$ cat src/rtl/readout_rx_bin_scheduler_if.sv
// Bundle of the request, sample, accumulator and result signals between the
// readout bin scheduler and its surroundings (host, demodulator, accumulators).
interface readout_rx_bin_scheduler_if #(
  parameter int NUM_QUBITS        = 4,
  parameter int BIN_COUNTER_WIDTH = 16,
  parameter int WINDOW_WIDTH      = 15
);

  // Request channel
  logic                                  req_valid;
  logic                                  req_ready;
  logic [NUM_QUBITS-1:0]                 req_mask;
  logic [WINDOW_WIDTH-1:0]               req_window;
  logic                                  abort;

  // Demodulated sample stream and accumulator bank
  logic                                  sample_valid;
  logic [NUM_QUBITS-1:0]                 start_count;
  logic [NUM_QUBITS-1:0]                 valid_in;
  logic [NUM_QUBITS*BIN_COUNTER_WIDTH-1:0] bin_count_in;

  // Result channel and status
  logic                                  result_valid;
  logic                                  result_ready;
  logic [NUM_QUBITS-1:0]                 result_bits;
  logic [NUM_QUBITS-1:0]                 result_mask;
  logic                                  busy;

  // Scheduler side
  modport slave (
    input  req_valid, req_mask, req_window, abort,
    input  sample_valid, bin_count_in, result_ready,
    output req_ready, start_count, valid_in,
    output result_valid, result_bits, result_mask, busy
  );

  // Host / environment side
  modport master (
    output req_valid, req_mask, req_window, abort,
    output sample_valid, bin_count_in, result_ready,
    input  req_ready, start_count, valid_in,
    input  result_valid, result_bits, result_mask, busy
  );

endinterface

$ cat src/rtl/readout_rx_bin_scheduler.sv
// Readout bin scheduler: accepts a (mask, window) request, re-arms the selected
// bin accumulators to their midpoint, gates exactly WINDOW sample strobes into
// them, then resolves each qubit from its counter MSB and reports the result.
module readout_rx_bin_scheduler #(
  parameter int NUM_QUBITS        = 4,
  parameter int BIN_COUNTER_WIDTH = 16,
  parameter int WINDOW_WIDTH      = 15
) (
  input  logic                      clk,
  input  logic                      rst,
  readout_rx_bin_scheduler_if.slave bus
);

  typedef enum logic [2:0] {
    S_IDLE,
    S_ARM,
    S_INTEGRATE,
    S_RESOLVE,
    S_REPORT
  } state_e;

  localparam logic [WINDOW_WIDTH-1:0] WIN_ONE = WINDOW_WIDTH'(1);

  // State and datapath registers
  state_e                  state_q,       state_d;
  logic [NUM_QUBITS-1:0]   mask_q,        mask_d;
  logic [WINDOW_WIDTH-1:0] window_q,      window_d;
  logic [WINDOW_WIDTH-1:0] sample_cnt_q,  sample_cnt_d;
  logic [NUM_QUBITS-1:0]   result_bits_q, result_bits_d;
  logic [NUM_QUBITS-1:0]   result_mask_q, result_mask_d;

  // Combinational outputs
  logic                    req_ready_o;
  logic [NUM_QUBITS-1:0]   start_count_o;
  logic [NUM_QUBITS-1:0]   valid_in_o;
  logic                    result_valid_o;

  // Helpers
  logic [NUM_QUBITS-1:0]   bin_msb;
  logic [WINDOW_WIDTH-1:0] sample_cnt_inc;
  logic [WINDOW_WIDTH-1:0] req_window_eff;
  logic                    kill;

  // Counter MSB of each accumulator: set means count >= midpoint, so a tie
  // (count exactly at midpoint) resolves to 1.
  for (genvar gi = 0; gi < NUM_QUBITS; gi++) begin : g_msb
    assign bin_msb[gi] = bus.bin_count_in[gi*BIN_COUNTER_WIDTH + BIN_COUNTER_WIDTH - 1];
  end

  // A zero window still integrates one sample.
  assign req_window_eff = (bus.req_window == '0) ? WIN_ONE : bus.req_window;
  assign sample_cnt_inc = sample_cnt_q + WIN_ONE;

  // Abort and reset both cancel the readout and silence every strobe this cycle.
  assign kill = bus.abort | rst;

  // Next-state and output decode for the readout sequence.
  always_comb begin
    // NOTE: every signal written here gets a default first so no latch is inferred.
    state_d        = state_q;
    mask_d         = mask_q;
    window_d       = window_q;
    sample_cnt_d   = sample_cnt_q;
    result_bits_d  = result_bits_q;
    result_mask_d  = result_mask_q;
    req_ready_o    = 1'b0;
    start_count_o  = '0;
    valid_in_o     = '0;
    result_valid_o = 1'b0;

    unique case (state_q)
      S_IDLE: begin
        // A request arriving together with abort is not accepted.
        req_ready_o = ~bus.abort;
        if (bus.req_valid && !bus.abort) begin
          mask_d   = bus.req_mask;
          window_d = req_window_eff;
          state_d  = S_ARM;
        end
      end

      S_ARM: begin
        // One-cycle re-arm of the selected accumulators; samples are ignored.
        start_count_o = mask_q;
        sample_cnt_d  = '0;
        state_d       = S_INTEGRATE;
      end

      S_INTEGRATE: begin
        // Forward each sample, including the one that completes the window.
        valid_in_o = mask_q & {NUM_QUBITS{bus.sample_valid}};
        if (bus.sample_valid) begin
          sample_cnt_d = sample_cnt_inc;
          if (sample_cnt_inc == window_q) begin
            state_d = S_RESOLVE;
          end
        end
      end

      S_RESOLVE: begin
        // Accumulators have absorbed the last sample; capture their verdicts.
        result_bits_d = mask_q & bin_msb;
        result_mask_d = mask_q;
        state_d       = S_REPORT;
      end

      S_REPORT: begin
        result_valid_o = 1'b1;
        if (bus.result_ready) begin
          state_d = S_IDLE;
        end
      end

      default: begin
        state_d = S_IDLE;
      end
    endcase

    // Abort overrides everything, including a result handshake in REPORT.
    if (kill) begin
      state_d        = S_IDLE;
      start_count_o  = '0;
      valid_in_o     = '0;
      result_valid_o = 1'b0;
      result_bits_d  = '0;
      result_mask_d  = '0;
    end
  end

  // State and datapath registers with synchronous reset.
  always_ff @(posedge clk) begin
    // NOTE: non-blocking assignments so every register samples pre-edge values.
    if (rst) begin
      state_q       <= S_IDLE;
      mask_q        <= '0;
      window_q      <= '0;
      sample_cnt_q  <= '0;
      result_bits_q <= '0;
      result_mask_q <= '0;
    end else begin
      state_q       <= state_d;
      mask_q        <= mask_d;
      window_q      <= window_d;
      sample_cnt_q  <= sample_cnt_d;
      result_bits_q <= result_bits_d;
      result_mask_q <= result_mask_d;
    end
  end

  assign bus.req_ready    = req_ready_o;
  assign bus.start_count  = start_count_o;
  assign bus.valid_in     = valid_in_o;
  assign bus.result_valid = result_valid_o;
  assign bus.result_bits  = result_bits_q;
  assign bus.result_mask  = result_mask_q;
  assign bus.busy         = (state_q != S_IDLE);

endmodule

$ cat src/flat_wrapper.sv
// flat-port wrapper written by rule: the top's interface ports become plain ports
module readout_rx_bin_scheduler_flat 
#(
  parameter int NUM_QUBITS        = 4,
  parameter int BIN_COUNTER_WIDTH = 16,
  parameter int WINDOW_WIDTH      = 15
)
  (clk, rst, bus_req_valid, bus_req_mask, bus_req_window, bus_abort, bus_sample_valid, bus_bin_count_in, bus_result_ready, bus_req_ready, bus_start_count, bus_valid_in, bus_result_valid, bus_result_bits, bus_result_mask, bus_busy);
  readout_rx_bin_scheduler_if #(.NUM_QUBITS(NUM_QUBITS), .BIN_COUNTER_WIDTH(BIN_COUNTER_WIDTH), .WINDOW_WIDTH(WINDOW_WIDTH)) bus_i ();
  input  logic clk;
  input  logic rst;
  input wire logic [$bits(bus_i.req_valid)-1:0] bus_req_valid;
  input wire logic [$bits(bus_i.req_mask)-1:0] bus_req_mask;
  input wire logic [$bits(bus_i.req_window)-1:0] bus_req_window;
  input wire logic [$bits(bus_i.abort)-1:0] bus_abort;
  input wire logic [$bits(bus_i.sample_valid)-1:0] bus_sample_valid;
  input wire logic [$bits(bus_i.bin_count_in)-1:0] bus_bin_count_in;
  input wire logic [$bits(bus_i.result_ready)-1:0] bus_result_ready;
  output wire logic [$bits(bus_i.req_ready)-1:0] bus_req_ready;
  output wire logic [$bits(bus_i.start_count)-1:0] bus_start_count;
  output wire logic [$bits(bus_i.valid_in)-1:0] bus_valid_in;
  output wire logic [$bits(bus_i.result_valid)-1:0] bus_result_valid;
  output wire logic [$bits(bus_i.result_bits)-1:0] bus_result_bits;
  output wire logic [$bits(bus_i.result_mask)-1:0] bus_result_mask;
  output wire logic [$bits(bus_i.busy)-1:0] bus_busy;
  assign bus_i.req_valid = bus_req_valid;
  assign bus_i.req_mask = bus_req_mask;
  assign bus_i.req_window = bus_req_window;
  assign bus_i.abort = bus_abort;
  assign bus_i.sample_valid = bus_sample_valid;
  assign bus_i.bin_count_in = bus_bin_count_in;
  assign bus_i.result_ready = bus_result_ready;
  assign bus_req_ready = bus_i.req_ready;
  assign bus_start_count = bus_i.start_count;
  assign bus_valid_in = bus_i.valid_in;
  assign bus_result_valid = bus_i.result_valid;
  assign bus_result_bits = bus_i.result_bits;
  assign bus_result_mask = bus_i.result_mask;
  assign bus_busy = bus_i.busy;
  readout_rx_bin_scheduler #(.NUM_QUBITS(NUM_QUBITS), .BIN_COUNTER_WIDTH(BIN_COUNTER_WIDTH), .WINDOW_WIDTH(WINDOW_WIDTH)) u_core (.clk(clk), .rst(rst), .bus(bus_i));
endmodule
$ cat config.mk
export PLATFORM = sky130hd
export DESIGN_NAME = readout_rx_bin_scheduler_flat
export DESIGN_NICKNAME = d
export VERILOG_FILES = /design/src/rtl/readout_rx_bin_scheduler_if.sv /design/src/rtl/readout_rx_bin_scheduler.sv /design/src/flat_wrapper.sv
export SDC_FILE = /design/constraint.sdc
export NUM_CORES = 1
export LEC_CHECK = 0
export CAP_MARGIN = 20
export CORE_MARGIN = 1.5
export CORE_UTILIZATION = 46
export CTS_BUF_LIST = sky130_fd_sc_hd__clkbuf_8
export CTS_CLUSTER_DIAMETER = 40
export DETAILED_ROUTE_END_ITERATION = 10
export PLACE_DENSITY = 0.88
export SLEW_MARGIN = 40
export SYNTH_ARGS = -nofsm -noshare
export SYNTH_HDL_FRONTEND = slang
export SYNTH_SLANG_ARGS = --single-unit
export TNS_END_PERCENT = 30
$ cat constraint.sdc
create_clock -name clk -period 2.77 [get_ports clk]
set_input_delay 0.554 -clock clk [delete_from_list [all_inputs] [get_ports clk]]
set_output_delay 0.554 -clock clk [all_outputs]
set_load 0.05 [all_outputs]
## After elaboration in Yosys (flattened, before gate mapping)

Index checks and enable logic that the tools add are counted.

| word-level totals | value |
|---|---|
| register bits after elaboration | 45 |
| output and inout bits | 19 |

| cells by class | value |
|---|---|
| reduce and logical (&&, ||, !) cells | 10 |
| eq/ne operators | 9 |
| multiplexer cells | 15 |
| bitwise logic cells | 4 |
| add/subtract/negate cells | 1 |

Operators by type and width:

| kind | count |
|---|---|
| 2-to-1 mux 15 bit | 2 |
| one-hot mux 15 bit (2 select lines) | 1 |
| 2-to-1 mux 4 bit | 4 |
| adder 15 x 1 -> 15 bit, second input constant | 1 |
| equality test 15 bit | 1 |
| logical NOT 15 bit | 1 |
| one-hot mux 3 bit (5 select lines) | 1 |
| 2-to-1 mux 3 bit | 4 |
| bitwise AND 4 bit | 2 |
| equality test 3 x 2 -> 1 bit, second input constant | 2 |
| inequality test 2 x 1 -> 1 bit, second input constant | 2 |
| inequality test 2 bit, second input constant | 2 |
| AND reduction 2 bit | 2 |
| AND reduction 4 bit | 1 |
| equality test 3 x 1 -> 1 bit, second input constant | 1 |
| equality test 3 bit, second input constant | 1 |
| logical NOT 3 bit | 1 |
| 2-to-1 mux 1 bit | 3 |
| nonzero test 3 bit | 1 |
| nonzero test 2 bit | 1 |
| OR reduction 2 bit | 1 |
| logical AND 1 bit | 1 |
| logical NOT 1 bit | 1 |
| inverter 1 bit | 1 |
| OR 1 bit | 1 |

## Depth between registers and ports, before layout

| depth | value |
|---|---|
| depth in word-level cells | 5 |
| mapped depth | 8 |
| gate-level depth less buffers | 7 |

## Least setup slack after synthesis

OpenSTA, ideal clock, no wires.

| path | value |
|---|---|
| kind | reg2out |
| start | register u_core.state_q[2] |
| end | output port bus_req_ready |
| setup slack | 0.410 ns |
| arrival | 1.806 ns |
| cell stages (with the launch flop) | 5 |
| data required time | 2.216 ns |
| path through | dfxtp_1 buf_2 or3_1 clkbuf_1 nor2_1 |

| between the ends | value |
|---|---|
| word-level cells in the longest chain between the ends | 2 |

Ends and longest elaborated chain:

| what | RTL line | text |
|---|---|---|
| from (decl) | readout_rx_bin_scheduler.sv:25 | `state_e state_q, state_d;` |
| from (signal assigned) | readout_rx_bin_scheduler.sv:141 | `state_q <= state_d;` |
| logical NOT 3 bit | readout_rx_bin_scheduler.sv:71 | `unique case (state_q)` |
| 2-to-1 mux 1 bit | readout_rx_bin_scheduler.sv:71 |  |
| to (decl) | flat_wrapper.sv:19 | `output wire logic [$bits(bus_i.req_ready)-1:0] bus_req_ready;` |

No other way between the ends.

## Worst setup path in the final report

| path | value |
|---|---|
| start | input port bus_abort |
| end | output port bus_start_count[3] |

| between the ends | value |
|---|---|
| word-level cells in the longest chain between the ends | 2 |

Ends and longest elaborated chain:

| what | RTL line | text |
|---|---|---|
| from (decl) | flat_wrapper.sv:15 | `input wire logic [$bits(bus_i.abort)-1:0] bus_abort;` |
| OR 1 bit | readout_rx_bin_scheduler.sv:55 | `assign kill = bus.abort \| rst;` |
| 2-to-1 mux 4 bit | readout_rx_bin_scheduler.sv:120 | `if (kill) begin` |
| to (decl) | flat_wrapper.sv:20 | `output wire logic [$bits(bus_i.start_count)-1:0] bus_start_count;` |

No other way between the ends.

==> results.yml <==
critical_path:
  r2r_end: "u_core.sample_cnt_q[14]"
  worst_ep_required_time_ns: 2.22
  timing.reg2reg.worst_path_depth: 7
  critPathLaunchType: "input port"
  critical_path.endpoint: "bus_start_count[3]"
  worst_ep_arrival_time_ns: 2.07
  worst_r2r_startpoint: "u_core.sample_cnt_q[0]"
  crit_path_max_fanout: 4
  crit_type: "in -> out"
  worstSetupEndpointType: "output port"
  path_cells: "clkdlybuf4s50_1 > or2_1 > nor3_1 > and2_1 > buf_12"
  setup.reg_to_reg.worst_slack_ns: 0.68
  crit_path_top_delay_cell: "sky130_fd_sc_hd__clkdlybuf4s50_1"
  critPathMaxStageDelay_ns: 0.45
  worstSetupStartpoint: "bus_abort"
layout:
  final_net_count: 443
  n_antenna_cell: 0
  most_frequent_cells_in_the_layout: "63 x sky130_fd_sc_hd__nand2_1, 45 x sky130_fd_sc_hd__dfxtp_1, 39 x sky130_fd_sc_hd__a21oi_1"
  area_growth_pct: 28.4
  ratio_of_cells_with_drive_above_1_in_the_final_layout_pct: 8.76
  mostFrequentLayoutCell: "sky130_fd_sc_hd__nand2_1"
floorplan:
  chipWidth_um: 75.0
  top_level_ports: 108
  std_cell_rows: 26
  die-area_sq_um: 5630
  initial_utilization_pct: 47.3
  die_y_um: 75.0
  core_region_area_sq_um: 5040
power_and_ir_drop:
  power.switching_w: 0.000321
  ir_worst_vdd_mv: 0.243
  share_comb_of_total_power_pct: 12.4
  leakage_nw: 1.07
  pwr_density_cell_nw_per_um2: 402
  p_clk_share_pct: 32.6
  p_seq_share_pct: 55.0
  power.internal_w: 0.000910
  fraction_of_power_spent_switching_nets_pct: 26.1
logic_synthesis:
  number_of_cells_produced_by_synthesis: 313
  synth_top_area_cell: "sky130_fd_sc_hd__dfxtp_1"
  fraction_of_synthesized_area_in_multiplexers_pct: 0.419
  synthTopCellsByArea: "sky130_fd_sc_hd__dfxtp_1 38%, sky130_fd_sc_hd__nand2_1 9.9%, sky130_fd_sc_hd__a21oi_1 8.2%"
  synth_sequential_area_ratio_pct: 37.7
  yosys.area.top_type_share_pct: 37.7
  synth_cell_type_count: 41
  synthesis.area_sq_um: 2390
  synth_area_per_cell_sq_um: 7.63
  synthesis.nets: 403
  synth-compound-area-share_pct: 17.1
  yosys_warnings: 0
  synth_top_family_by_area: "simple AND/OR/NAND/NOR gates"
  synth-xor-area-share_pct: 8.07
  synth_fa_ha_area_share_pct: 0.524
  area_share_of_and_or_nand_nor_cells_after_synthesis_pct: 32.1
  ys_ff_latch: 45
clocking:
  clkSlewWorstSetupHoldPaths_ns: 0.08
  cts-htree-levels: 2
  clk_latency_ns: 0.30
  post_cts_hold_buffer_count: 0
  numCtsBuffers: 5
  post-cts-setup-buffers: 0
  cts-root-to-sink-buffers: 2
  clock_sinks: 45
  clockRootBuffer: "sky130_fd_sc_hd__clkbuf_8"
  cts_resizes: 0
  cts_tree: "built"
run:
  maxCapViolCount: 0
timing:
  setup_total_negative_slack_ns: 0
  layout_setup_ws_ns: 0.151
  worst_pin_slew_ns: 0.576
  fin_hold_ws_ns: 0.460
  final_worst_path_period_share_pct: 94.5
  finalHoldViolCount: 0
  rsz0062_at_grt: "false"
  final_setup_vio_count: 0
  final.min_clock_period_ns: 2.62
  timing.fmax_ghz: 0.382
  final-max-slew-violation-count: 0
  max-slew-margin-rel_pct: 61.6
  finalClockSkew_ns: 0.00275
global_route:
  first_pass_grt_wire_length_um: 9810
  grt_pass1_vias: 2234
  grt_antenna_before_repair: 0
  grt_max_degree: 35
  overflow: 0
  grt_util_all_layers_pct: 22.6
drt:
  initialDrtViolationCount: 144
  finalWirelength_um: 5990
  total_number_of_vias: 2421
  post_drt_via_cell_ratio: 5.71
  wire_per_inst_um: 14.1
  first_pass_iters: 4
  drt_drc_violations_left: 0
  detail-route-antenna-nets: 0
place:
  gpl.final_weighted_congestion: 0.886
  post-dp-hpwl_um: 4440
  port_buffers: 47
  dp_worst_setup_slack_ns: 0.160
status:
  status: "finished, final reports clean"
min_path:
  holdCritPathClass: "reg -> reg"
## cells in the mapped netlist (all sizes together)
master / n
a21bo: 1
buf: 11
and2: 6
xor2: 6
inv: 1
clkbuf: 8
mux2i: 1
a211oi: 3
a2111oi: 1
nor2: 30
dfxtp: 45
nand2: 63
a21oi: 39
nand3b: 3
a41oi: 1
and3: 9
nand4: 7
a311oi: 4
ha: 1
a22oi: 3
nand2b: 5
nor3: 7
nor2b: 2
or3: 2
nor4: 4
or2: 2
nor3b: 2
nand3: 10
o21ai: 17
and4: 2
o211ai: 1
xnor2: 16
## flip-flops by register name, summed over array words and instances, names as in the netlist
register	cells
u_core.mask_q	4
u_core.state_q	3
u_core.sample_cnt_q	15
u_core.bus.result_bits	4
u_core.window_q	15
u_core.bus.result_mask	4
## critical path: cells and delay by family
family,cells,cell delay [ns]
AND/OR/NAND/NOR,3,0.91
buffers and inverters,2,0.60
## worst min-delay path by stage
stage | start | endpoint | slack (ns) | depth (start not counted)
global route | u_core.bus.result_bits[3] | u_core.bus.result_bits[3] | 0.49 | 2
global placement | u_core.bus.result_bits[2] | u_core.bus.result_bits[2] | 0.44 | 2
CTS | u_core.bus.result_bits[3] | u_core.bus.result_bits[3] | 0.46 | 2
floorplan | u_core.window_q[11] | u_core.window_q[11] | 0.45 | 2
finish | u_core.bus.result_bits[0] | u_core.bus.result_bits[0] | 0.46 | 2
detailed placement | u_core.bus.result_bits[3] | u_core.bus.result_bits[3] | 0.45 | 2
## through the flow
stage                     power [W]  utilization, %  cell area [sq um]  instances
final                       0.00123            60.8               3070        424
after global routing        0.00127            60.8               3070        424
after CTS                   0.00124            60.8               3070        424
after detailed placement   0.000843            59.1               2980        416
after global placement     0.000839            59.1               2980        416
after floorplan            0.000772               -               2390        313
## power by group through the flow
stage / registers (W) / clock network [W] / logic, W
2_1_floorplan: 0.000687 / 0 / 0.0000857
3_3_place_gp: 0.000691 / 0 / 0.000148
3_5_place_dp: 0.000692 / 0 / 0.000151
4_1_cts: 0.000677 / 0.000408 / 0.000152
5_1_grt: 0.000679 / 0.000427 / 0.000167
6_report: 0.000677 / 0.000401 / 0.000153
## per-layer routing
layer | global-route usage, % | vias to the layer above | wire, um
met4 | 11.9 | 0 | 197
met1 | 28.0 | 1119 | 2430
met3 | 6.56 | 20 | 513
met5 | 0 | - | 0
li1 | - | 1167 | -
met2 | 35.6 | 115 | 2840
## kinds of logic (layout without fill, tap and decap cells)
group                      Yosys count  in the layout
AOI/OAI and AO/OA                   70             70
xor gates and xnor gates            22             22
adders and majority gates            1              1
buffers and inverters               20             61
DFF                                 45             45
muxes                                1              1
and+or+nand+nor                    154            154
## final cells by class
class | count | area (sq um)
fillers | 438 | 1980
multi-input cells | 248 | 1390
repair buffers | 52 | 596
clock inverters | 3 | 18.8
clock buffers | 5 | 68.8
inverters | 1 | 3.75
flip-flops and latches | 45 | 901
well taps | 70 | 87.6
Power figures use the tool's default switching activity.
